--- config.mk ---
export PLATFORM = sky130hd
export DESIGN_NAME = vga_text_writer
export DESIGN_NICKNAME = d
export VERILOG_FILES = /design/src/rtl/vga_text_writer.sv
export SDC_FILE = /design/constraint.sdc
export NUM_CORES = 1
export LEC_CHECK = 0
export ABC_AREA = 1
export CAP_MARGIN = 15
export CORE_AREA = 2 2 93 95
export DETAILED_ROUTE_END_ITERATION = 10
export DIE_AREA = 0 0 95 97
export GPL_ROUTABILITY_DRIVEN = 0
export PLACE_DENSITY = 0.59
export SKIP_CTS_REPAIR_TIMING = 1
export SYNTH_ARGS = -nofsm -noshare
export SYNTH_HDL_FRONTEND = slang
export SYNTH_SLANG_ARGS = --single-unit
export TNS_END_PERCENT = 20
--- constraint.sdc ---
create_clock -name clk -period 2.8 [get_ports clk]
set_input_delay 0.56 -clock clk [delete_from_list [all_inputs] [get_ports clk]]
set_output_delay 0.56 -clock clk [all_outputs]
set_load 0.01 [all_outputs]
--- src/rtl/vga_text_writer.sv ---
// Purpose: feeds the VGA text RAM from a byte stream; keeps a cursor and handles CR/LF/BS/FF.
// Latency: an accepted byte produces its RAM write on the next cycle; runs at one byte per cycle.
// Backpressure: in_ready is low while a full-screen or single-line clear is running.
// Ports:
//   clk, reset        clock and asynchronous active-high reset
//   in_data/_valid    input byte stream; in_ready is the handshake response
//   wr_en/_addr/_data text RAM write port, address = row*TextCols+col
//   cur_col, cur_row  cursor position
module vga_text_writer #(
  parameter int          TextCols  = 64,
  parameter int          TextRows  = 32,
  parameter logic [7:0]  BlankChar = 8'h20,
  parameter int          AW        = $clog2(TextCols * TextRows)
) (
  input  logic                        clk,
  input  logic                        reset,
  input  logic [7:0]                  in_data,
  input  logic                        in_valid,
  output logic                        in_ready,
  output logic                        wr_en,
  output logic [AW-1:0]               wr_addr,
  output logic [7:0]                  wr_data,
  output logic [$clog2(TextCols)-1:0] cur_col,
  output logic [$clog2(TextRows)-1:0] cur_row
);

  localparam int CW = $clog2(TextCols);
  localparam int RW = $clog2(TextRows);
  // Clear counter is one bit wider than the address so it can count one past the
  // last cell; the extra step keeps in_ready low until the final blank write is out.
  localparam int NW = AW + 1;
  localparam logic [NW-1:0] TotalCells = NW'(TextCols * TextRows);
  localparam logic [NW-1:0] LineCells  = NW'(TextCols);
  localparam logic [AW-1:0] ColsAw     = AW'(TextCols);

  localparam logic [7:0] ChCr = 8'h0D;
  localparam logic [7:0] ChLf = 8'h0A;
  localparam logic [7:0] ChBs = 8'h08;
  localparam logic [7:0] ChFf = 8'h0C;

  typedef enum logic [1:0] {
    sClrAll  = 2'b00,
    sIdle    = 2'b01,
    sClrLine = 2'b10
  } state_t;

  state_t          r_state;
  state_t          w_state_nxt;
  logic [CW-1:0]   r_col,     w_col_nxt;
  logic [RW-1:0]   r_row,     w_row_nxt;
  logic [NW-1:0]   r_cnt,     w_cnt_nxt;
  logic            r_wr_en,   w_wr_en_nxt;
  logic [AW-1:0]   r_wr_addr, w_wr_addr_nxt;
  logic [7:0]      r_wr_data, w_wr_data_nxt;
  logic            r_in_ready;

  logic            w_accept;
  logic [AW-1:0]   w_line_base;
  logic [AW-1:0]   w_cur_addr;
  logic [RW-1:0]   w_row_inc;
  logic            w_col_last;

  assign w_accept    = in_valid & r_in_ready;
  assign w_line_base = AW'(r_row) * ColsAw;
  assign w_cur_addr  = w_line_base + AW'(r_col);
  assign w_row_inc   = (r_row == RW'(TextRows - 1)) ? '0 : r_row + 1'b1;
  assign w_col_last  = (r_col == CW'(TextCols - 1));

  // State register
  always_ff @(posedge clk or posedge reset) begin
    if (reset) r_state <= sClrAll;
    else       r_state <= w_state_nxt;
  end

  // Next-state logic
  always_comb begin
    w_state_nxt = r_state;
    case (r_state)
      sClrAll:  if (r_cnt == TotalCells) w_state_nxt = sIdle;
      sClrLine: if (r_cnt == LineCells)  w_state_nxt = sIdle;
      sIdle: begin
        if (w_accept) begin
          case (in_data)
            ChCr, ChBs: w_state_nxt = sIdle;
            ChLf:       w_state_nxt = sClrLine;
            ChFf:       w_state_nxt = sClrAll;
            default:    w_state_nxt = w_col_last ? sClrLine : sIdle;
          endcase
        end
      end
      default:  w_state_nxt = sClrAll;
    endcase
  end

  // Next values of the registered outputs and cursor/counter
  always_comb begin
    w_col_nxt     = r_col;
    w_row_nxt     = r_row;
    w_cnt_nxt     = r_cnt;
    w_wr_en_nxt   = 1'b0;
    w_wr_addr_nxt = r_wr_addr;
    w_wr_data_nxt = r_wr_data;
    case (r_state)
      sClrAll: begin
        w_col_nxt = '0;
        w_row_nxt = '0;
        if (r_cnt != TotalCells) begin
          w_wr_en_nxt   = 1'b1;
          w_wr_addr_nxt = r_cnt[AW-1:0];
          w_wr_data_nxt = BlankChar;
          w_cnt_nxt     = r_cnt + 1'b1;
        end else begin
          w_cnt_nxt = '0;
        end
      end
      sClrLine: begin
        if (r_cnt != LineCells) begin
          w_wr_en_nxt   = 1'b1;
          w_wr_addr_nxt = w_line_base + AW'(r_cnt);
          w_wr_data_nxt = BlankChar;
          w_cnt_nxt     = r_cnt + 1'b1;
        end else begin
          w_cnt_nxt = '0;
        end
      end
      sIdle: begin
        if (w_accept) begin
          w_cnt_nxt = '0;
          case (in_data)
            ChCr: w_col_nxt = '0;
            ChLf: begin
              w_col_nxt = '0;
              w_row_nxt = w_row_inc;
            end
            ChBs: begin
              if (r_col != '0) begin
                w_col_nxt     = r_col - 1'b1;
                w_wr_en_nxt   = 1'b1;
                w_wr_addr_nxt = w_cur_addr - 1'b1;
                w_wr_data_nxt = BlankChar;
              end
            end
            ChFf: begin
              w_col_nxt = '0;
              w_row_nxt = '0;
            end
            default: begin
              w_wr_en_nxt   = 1'b1;
              w_wr_addr_nxt = w_cur_addr;
              w_wr_data_nxt = in_data;
              if (w_col_last) begin
                w_col_nxt = '0;
                w_row_nxt = w_row_inc;
              end else begin
                w_col_nxt = r_col + 1'b1;
              end
            end
          endcase
        end
      end
      default: w_cnt_nxt = '0;
    endcase
  end

  always_ff @(posedge clk or posedge reset) begin
    if (reset) begin
      r_col      <= '0;
      r_row      <= '0;
      r_cnt      <= '0;
      r_wr_en    <= 1'b0;
      r_wr_addr  <= '0;
      r_wr_data  <= '0;
      r_in_ready <= 1'b0;
    end else begin
      r_col      <= w_col_nxt;
      r_row      <= w_row_nxt;
      r_cnt      <= w_cnt_nxt;
      r_wr_en    <= w_wr_en_nxt;
      r_wr_addr  <= w_wr_addr_nxt;
      r_wr_data  <= w_wr_data_nxt;
      r_in_ready <= (w_state_nxt == sIdle);
    end
  end

  assign in_ready = r_in_ready;
  assign wr_en    = r_wr_en;
  assign wr_addr  = r_wr_addr;
  assign wr_data  = r_wr_data;
  assign cur_col  = r_col;
  assign cur_row  = r_row;

endmodule
==> results of run 1 <==
[report_power, final]
| part | switching, mW | total (mW) | internal [mW] |
|---|---|---|---|
| registers | 0 | 0.664 | 0.664 |
| clock network | 0.222 | 0.489 | 0.266 |
| logic | 0.0241 | 0.0422 | 0.0182 |
| total | 0.247 | 1.19 | 0.948 |
[registers in the layout, summed over array words and instances, names as in the netlist]
signal and flops:
r_cnt 12, wr_addr 11, wr_data 8, cur_col 6, cur_row 5, r_state 2
in_ready 1, wr_en 1
[layout make-up]
type	instances	area share
Sequential cell	46	0.2959
Clock buffer	6	0.01866
Timing Repair Buffer	47	0.1242
Multi-Input combinational cell	352	0.4638
Tap cell	105	0.03377
Inverter	56	0.05404
Clock inverter	2	0.009649
[critical path, stage by stage, from the launching register on]
cell,delay [ns]
dfrtp_1,0.42
inv_1,0.09
ha_1,0.38
inv_1,0.23
nor2_1,0.28
nand2_1,0.18
nor2_2,0.29
nand4_1,0.13
o21ai_0,0.11
[metrics by stage]
stage                     setup WS [ns]  cells  cell area, sq um
after global placement           0.4219    606              3780
after global routing             0.3496    614              3890
after CTS                        0.5948    614              3890
after floorplan                   1.063    464              3239
final                            0.5913    614              3890
after detailed placement         0.4120    606              3780
[Yosys cell counts (4+ instances only)]
cell type	number	share of area
a21oi_1	12	0.019
nor2_1	46	0.053
nor3_1	7	0.011
nor2_2	5	0.0097
inv_1	54	0.063
o21ai_0	32	0.049
dfrtp_1	46	0.36
xor2_1	5	0.014
nand4_1	6	0.012
nand3_1	44	0.068
o211ai_1	4	0.0093
nand2_2	5	0.0097
nand2_1	143	0.17
ha_1	18	0.070
[how the worst min path moves through the flow]
stage | start | endpoint | slack [ns] | cells past startpoint
after floorplan | wr_addr[10] | wr_addr[10] | 0.51 | 2
after global placement | wr_data[5] | wr_data[5] | 0.47 | 2
after detailed placement | wr_data[3] | wr_data[3] | 0.47 | 2
after CTS | wr_data[3] | wr_data[3] | 0.49 | 2
after global routing | wr_data[2] | wr_data[2] | 0.51 | 2
final | wr_data[3] | wr_data[3] | 0.49 | 2
[cells by family after synthesis]
group           count (synthesis)  synth area share
compound gates                 59            0.1035
xor+xnor                        7           0.01893
fa+ha+maj                      19           0.07571
buf+inv                        66           0.08768
flops                          46            0.3553
simple gates                  267            0.3588
[routing by layer]
layer | wire, um | global-route usage
met1 | 4069 | 0.2755
met2 | 3936 | 0.3273
met3 | 359 | 0.02882
met4 | 108 | 0.04013
met5 | 0 | 0
==> metrics.txt, run 1 <==
final wirelength=8473 um; multi-input logic area=between 1500 and 2000 sq um; Yosys cell types=36; Worst EP arrival=2.42 ns; syn_nets=just under 500; layout cells sized above 1=0.06876; Syn Inst Count=between 400 and 500; flop-to-flop setup slack=0.59 ns; Yosys reg bits=46; Async S/R FF share, synth=1.000; DPL Wire Length=6636 um; Die ar.=just over 9000 sq um; CP Capture Point=cur_col[1]; Max Clock Skew=0.006865 ns; Hold Fails Final Rpt=0; Worst setup SP type=flop; nets@finish=roughly 540; PortBufs=42; WS Path Type=flop to flop; vias per inst=slightly above 5; CP Capture Type=flop; Via Count=between 3000 and 4000; Num CTS Buffers=5; worst reg2reg path startpoint=r_state[1]; EDFF count, synth=0; HP Class=flop to flop; post-DR wirelength/cell=around 14 um; status=finished clean; CTS tree=done; FF-to-FF End=cur_col[1]; total power=between 1 and 1.5 mW; Fill cells=approximately 800; MaxCap Viol Count=0; Iter 0 DRT Violations=approximately 190; vias in the first global route=3028; FF/Latch Area=1151 sq um; Critical Path Source=r_state[1]; Avg Inst Size Synth=6.981 sq um; DRT Pass-1 Iters=5; most frequent cells in the layout=143 x nand2_1, 53 x inv_1, 46 x nor2_1, 46 x dfrtp_1, 44 x nand3_1; worst-skew pair later-pin latency=0.30 ns; Synth warnings=0; most common cell after layout, fill and taps aside=nand2_1; first-pass GRT wire length=~15000 um; Die Span X=around 95 um; hold_ws=0.4859 ns; final period utilization=0.7888; Max VDD drop=0.0001598 V; Congestion Overflow GR=0; Site Rows=33; Main synth FF type=dfrtp_1; post-synthesis sequential area ratio=0.3553; pwr dens=approximately 310 nW/um^2; Worst R2R Path Depth=8; RSZ-0062 raised after global routing=no; clk root buf=clkbuf_8; n_diodes=0; Antenna Nets Post-Route=0; clock sink total=46; core footprint=~8000 sq um; Top-Level Pins=43; synthesized cell area=3239 sq um; H-tree levels=2; residual DRC count=0; Crit Path Max Fanout=10; maximum root-to-sink buffer count=2; WP data required=around 3 ns; clock slew at reported path FFs=about 0.080 ns; initial antenna violation count=0; leak pwr=approximately 1.9 nW; die height=between 90 and 100 um; initial core utilization=0.3982; Slew HR=0.6771; setup TNS=0 ns; Worst-Margin Slew=0.4836 ns; Max Slew Vio Count=0; fin util=0.4782; # setup viols final=0; largest net degree at the start of global routing=26; min Tclk post-route=roughly 2.2 ns; Area Overhead vs Synth=20.08%; GRT Overall Usage=0.1984; max frequency=452.7 MHz
(Power assumes the default switching activity.)
==> run 2: changes to the inputs <==
- PLACE_DENSITY: 0.59 -> 0.61
- clock period: 2.8 -> 1.87 ns (I/O delays scaled with it)
==> metrics.txt, run 2 (synthesis results as in run 1) <==
status=finished clean; Max VDD drop=0.0002162 V; worst-skew pair later-pin latency=~0.3 ns; Num CTS Buffers=5; HP Class=input pin to asynchronous set/reset pin; max incr delay on CP=about 0.60 ns; WP data required=approximately 1.5 ns; initial core utilization=0.3982; clock sink total=46; min Tclk post-route=1.793 ns; FF/Latch Area=between 1000 and 1500 sq um; MaxCap Viol Count=0; Site Rows=33; DPL Wire Length=around 6700 um; Antenna Nets Post-Route=0; Largest register FFs=12; vias in the first global route=between 3000 and 4000; final wirelength=8748 um; RSZ-0062 raised after global routing=yes; Worst EP arrival=~1.4 ns; crit path buf inv count=1; hold_ws=about 0.42 ns; initial antenna violation count=0; pre-CTS WS=-0.2246 ns; post-DR wirelength/cell=around 14 um; Via Count=around 3300; Die ar.=9215 sq um; Max Slew Vio Count=0; Worst-Margin Slew=between 0.4 and 0.5 ns; pwr dens=405.4 nW/um^2; clock slew at reported path FFs=about 0.09 ns; CTS tree=done; Slew HR=0.7276; Die Span X=between 90 and 100 um; Worst setup SP type=flop; final period utilization=0.9588; WS Path Type=flop to primary output; Max Clock Skew=between 0.008 and 0.009 ns; multi-input logic area=around 1800 sq um; die height=slightly below 100 um; largest net degree at the start of global routing=47; Critical Path Slowest Stage Cell=clkdlybuf4s50_1; Fill cells=about 800; max frequency=557.8 MHz; maximum root-to-sink buffer count=2; final setup margin=a little under 0.08 ns; Top-Level Pins=43; core footprint=roughly 8100 sq um; layout cells sized above 1=0.1479; most frequent cells in the layout=140 x nand2_1, 51 x inv_1, 44 x dfrtp_1; Hold Fails Final Rpt=0; crit-path leading delay family=buffers and inverters; n_diodes=0; first-pass GRT wire length=about 15000 um; vias per inst=between 5 and 6; nets@finish=570; non-filler instance count after layout=between 600 and 700; Placed Cells=636; Crit Path Max Fanout=7; most common cell after layout, fill and taps aside=nand2_1; setup TNS=0 ns; GRT Overall Usage=0.2009; CP Capture Type=primary output; Iter 0 DRT Violations=approximately 190; residual DRC count=0; DRT Pass-1 Iters=5; leak pwr=~2.0 nW; clk root buf=clkbuf_8; # setup viols final=0; H-tree levels=2; PortBufs=42; Area Overhead vs Synth=27.89%; critical-path cell list=clkdlybuf4s50_1; Congestion Overflow GR=0; Biggest register=r_cnt
==> run 2: per-layer routing <==
metal	vias up	wire (um)	track usage
met1	1496	3982	0.2857
met4	0	183	0.06020
li1	1645	-	-
met2	100	4115	0.3148
met5	-	0	0
met3	15	466	0.02882
==> run 2: worst paths after layout <==
check | from | to | slack [ns] | cells past startpoint
worst min-delay path | reset | wr_data[4] | 0.42 | 3
min in group clk | wr_addr[5] | wr_addr[5] | 0.48 | 2
worst max-delay path | cur_row[3] | cur_row[3] | 0.08 | 1
max in group asynchronous | reset | cur_col[0] | 1.23 | 3
worst min register to register | wr_addr[5] | wr_addr[5] | 0.48 | 2
worst max register to register | r_cnt[1] | wr_addr[8] | 0.15 | 12
==> run 2: power breakdown <==
part / internal (mW) / total [mW] / switching [mW]
clock: 0.264 / 0.613 / 0.349
combinational: 0.0346 / 0.0726 / 0.0381
sequential: 0.994 / 0.994 / 0
total: 1.29 / 1.68 / 0.387
==> run 2: cell type report <==
| type | instances | area share |
|---|---|---|
| clock buffers | 6 | 0.01752 |
| clock inverters | 2 | 0.003322 |
| inverters | 56 | 0.05074 |
| multi-input cells | 352 | 0.4440 |
| flip-flops and latches | 46 | 0.2785 |
| well taps | 105 | 0.03171 |
| repair buffers | 79 | 0.1743 |
==> run 2: through the flow <==
stage,power [mW],util,area (sq um)
6_report,1.679,0.5093,4143
3_5_place_dp,1.087,0.4908,3993
3_3_place_gp,1.087,0.4908,3993
2_1_floorplan,1.040,-,3239
4_1_cts,1.714,0.5015,4079
5_1_grt,1.761,0.5093,4143
==> run 3: changes to the inputs <==
- HOLD_SLACK_MARGIN: default -> 0.02
==> results of run 3 <==
Same layout as run 2: the final DEF is identical, and so are final timing and power.
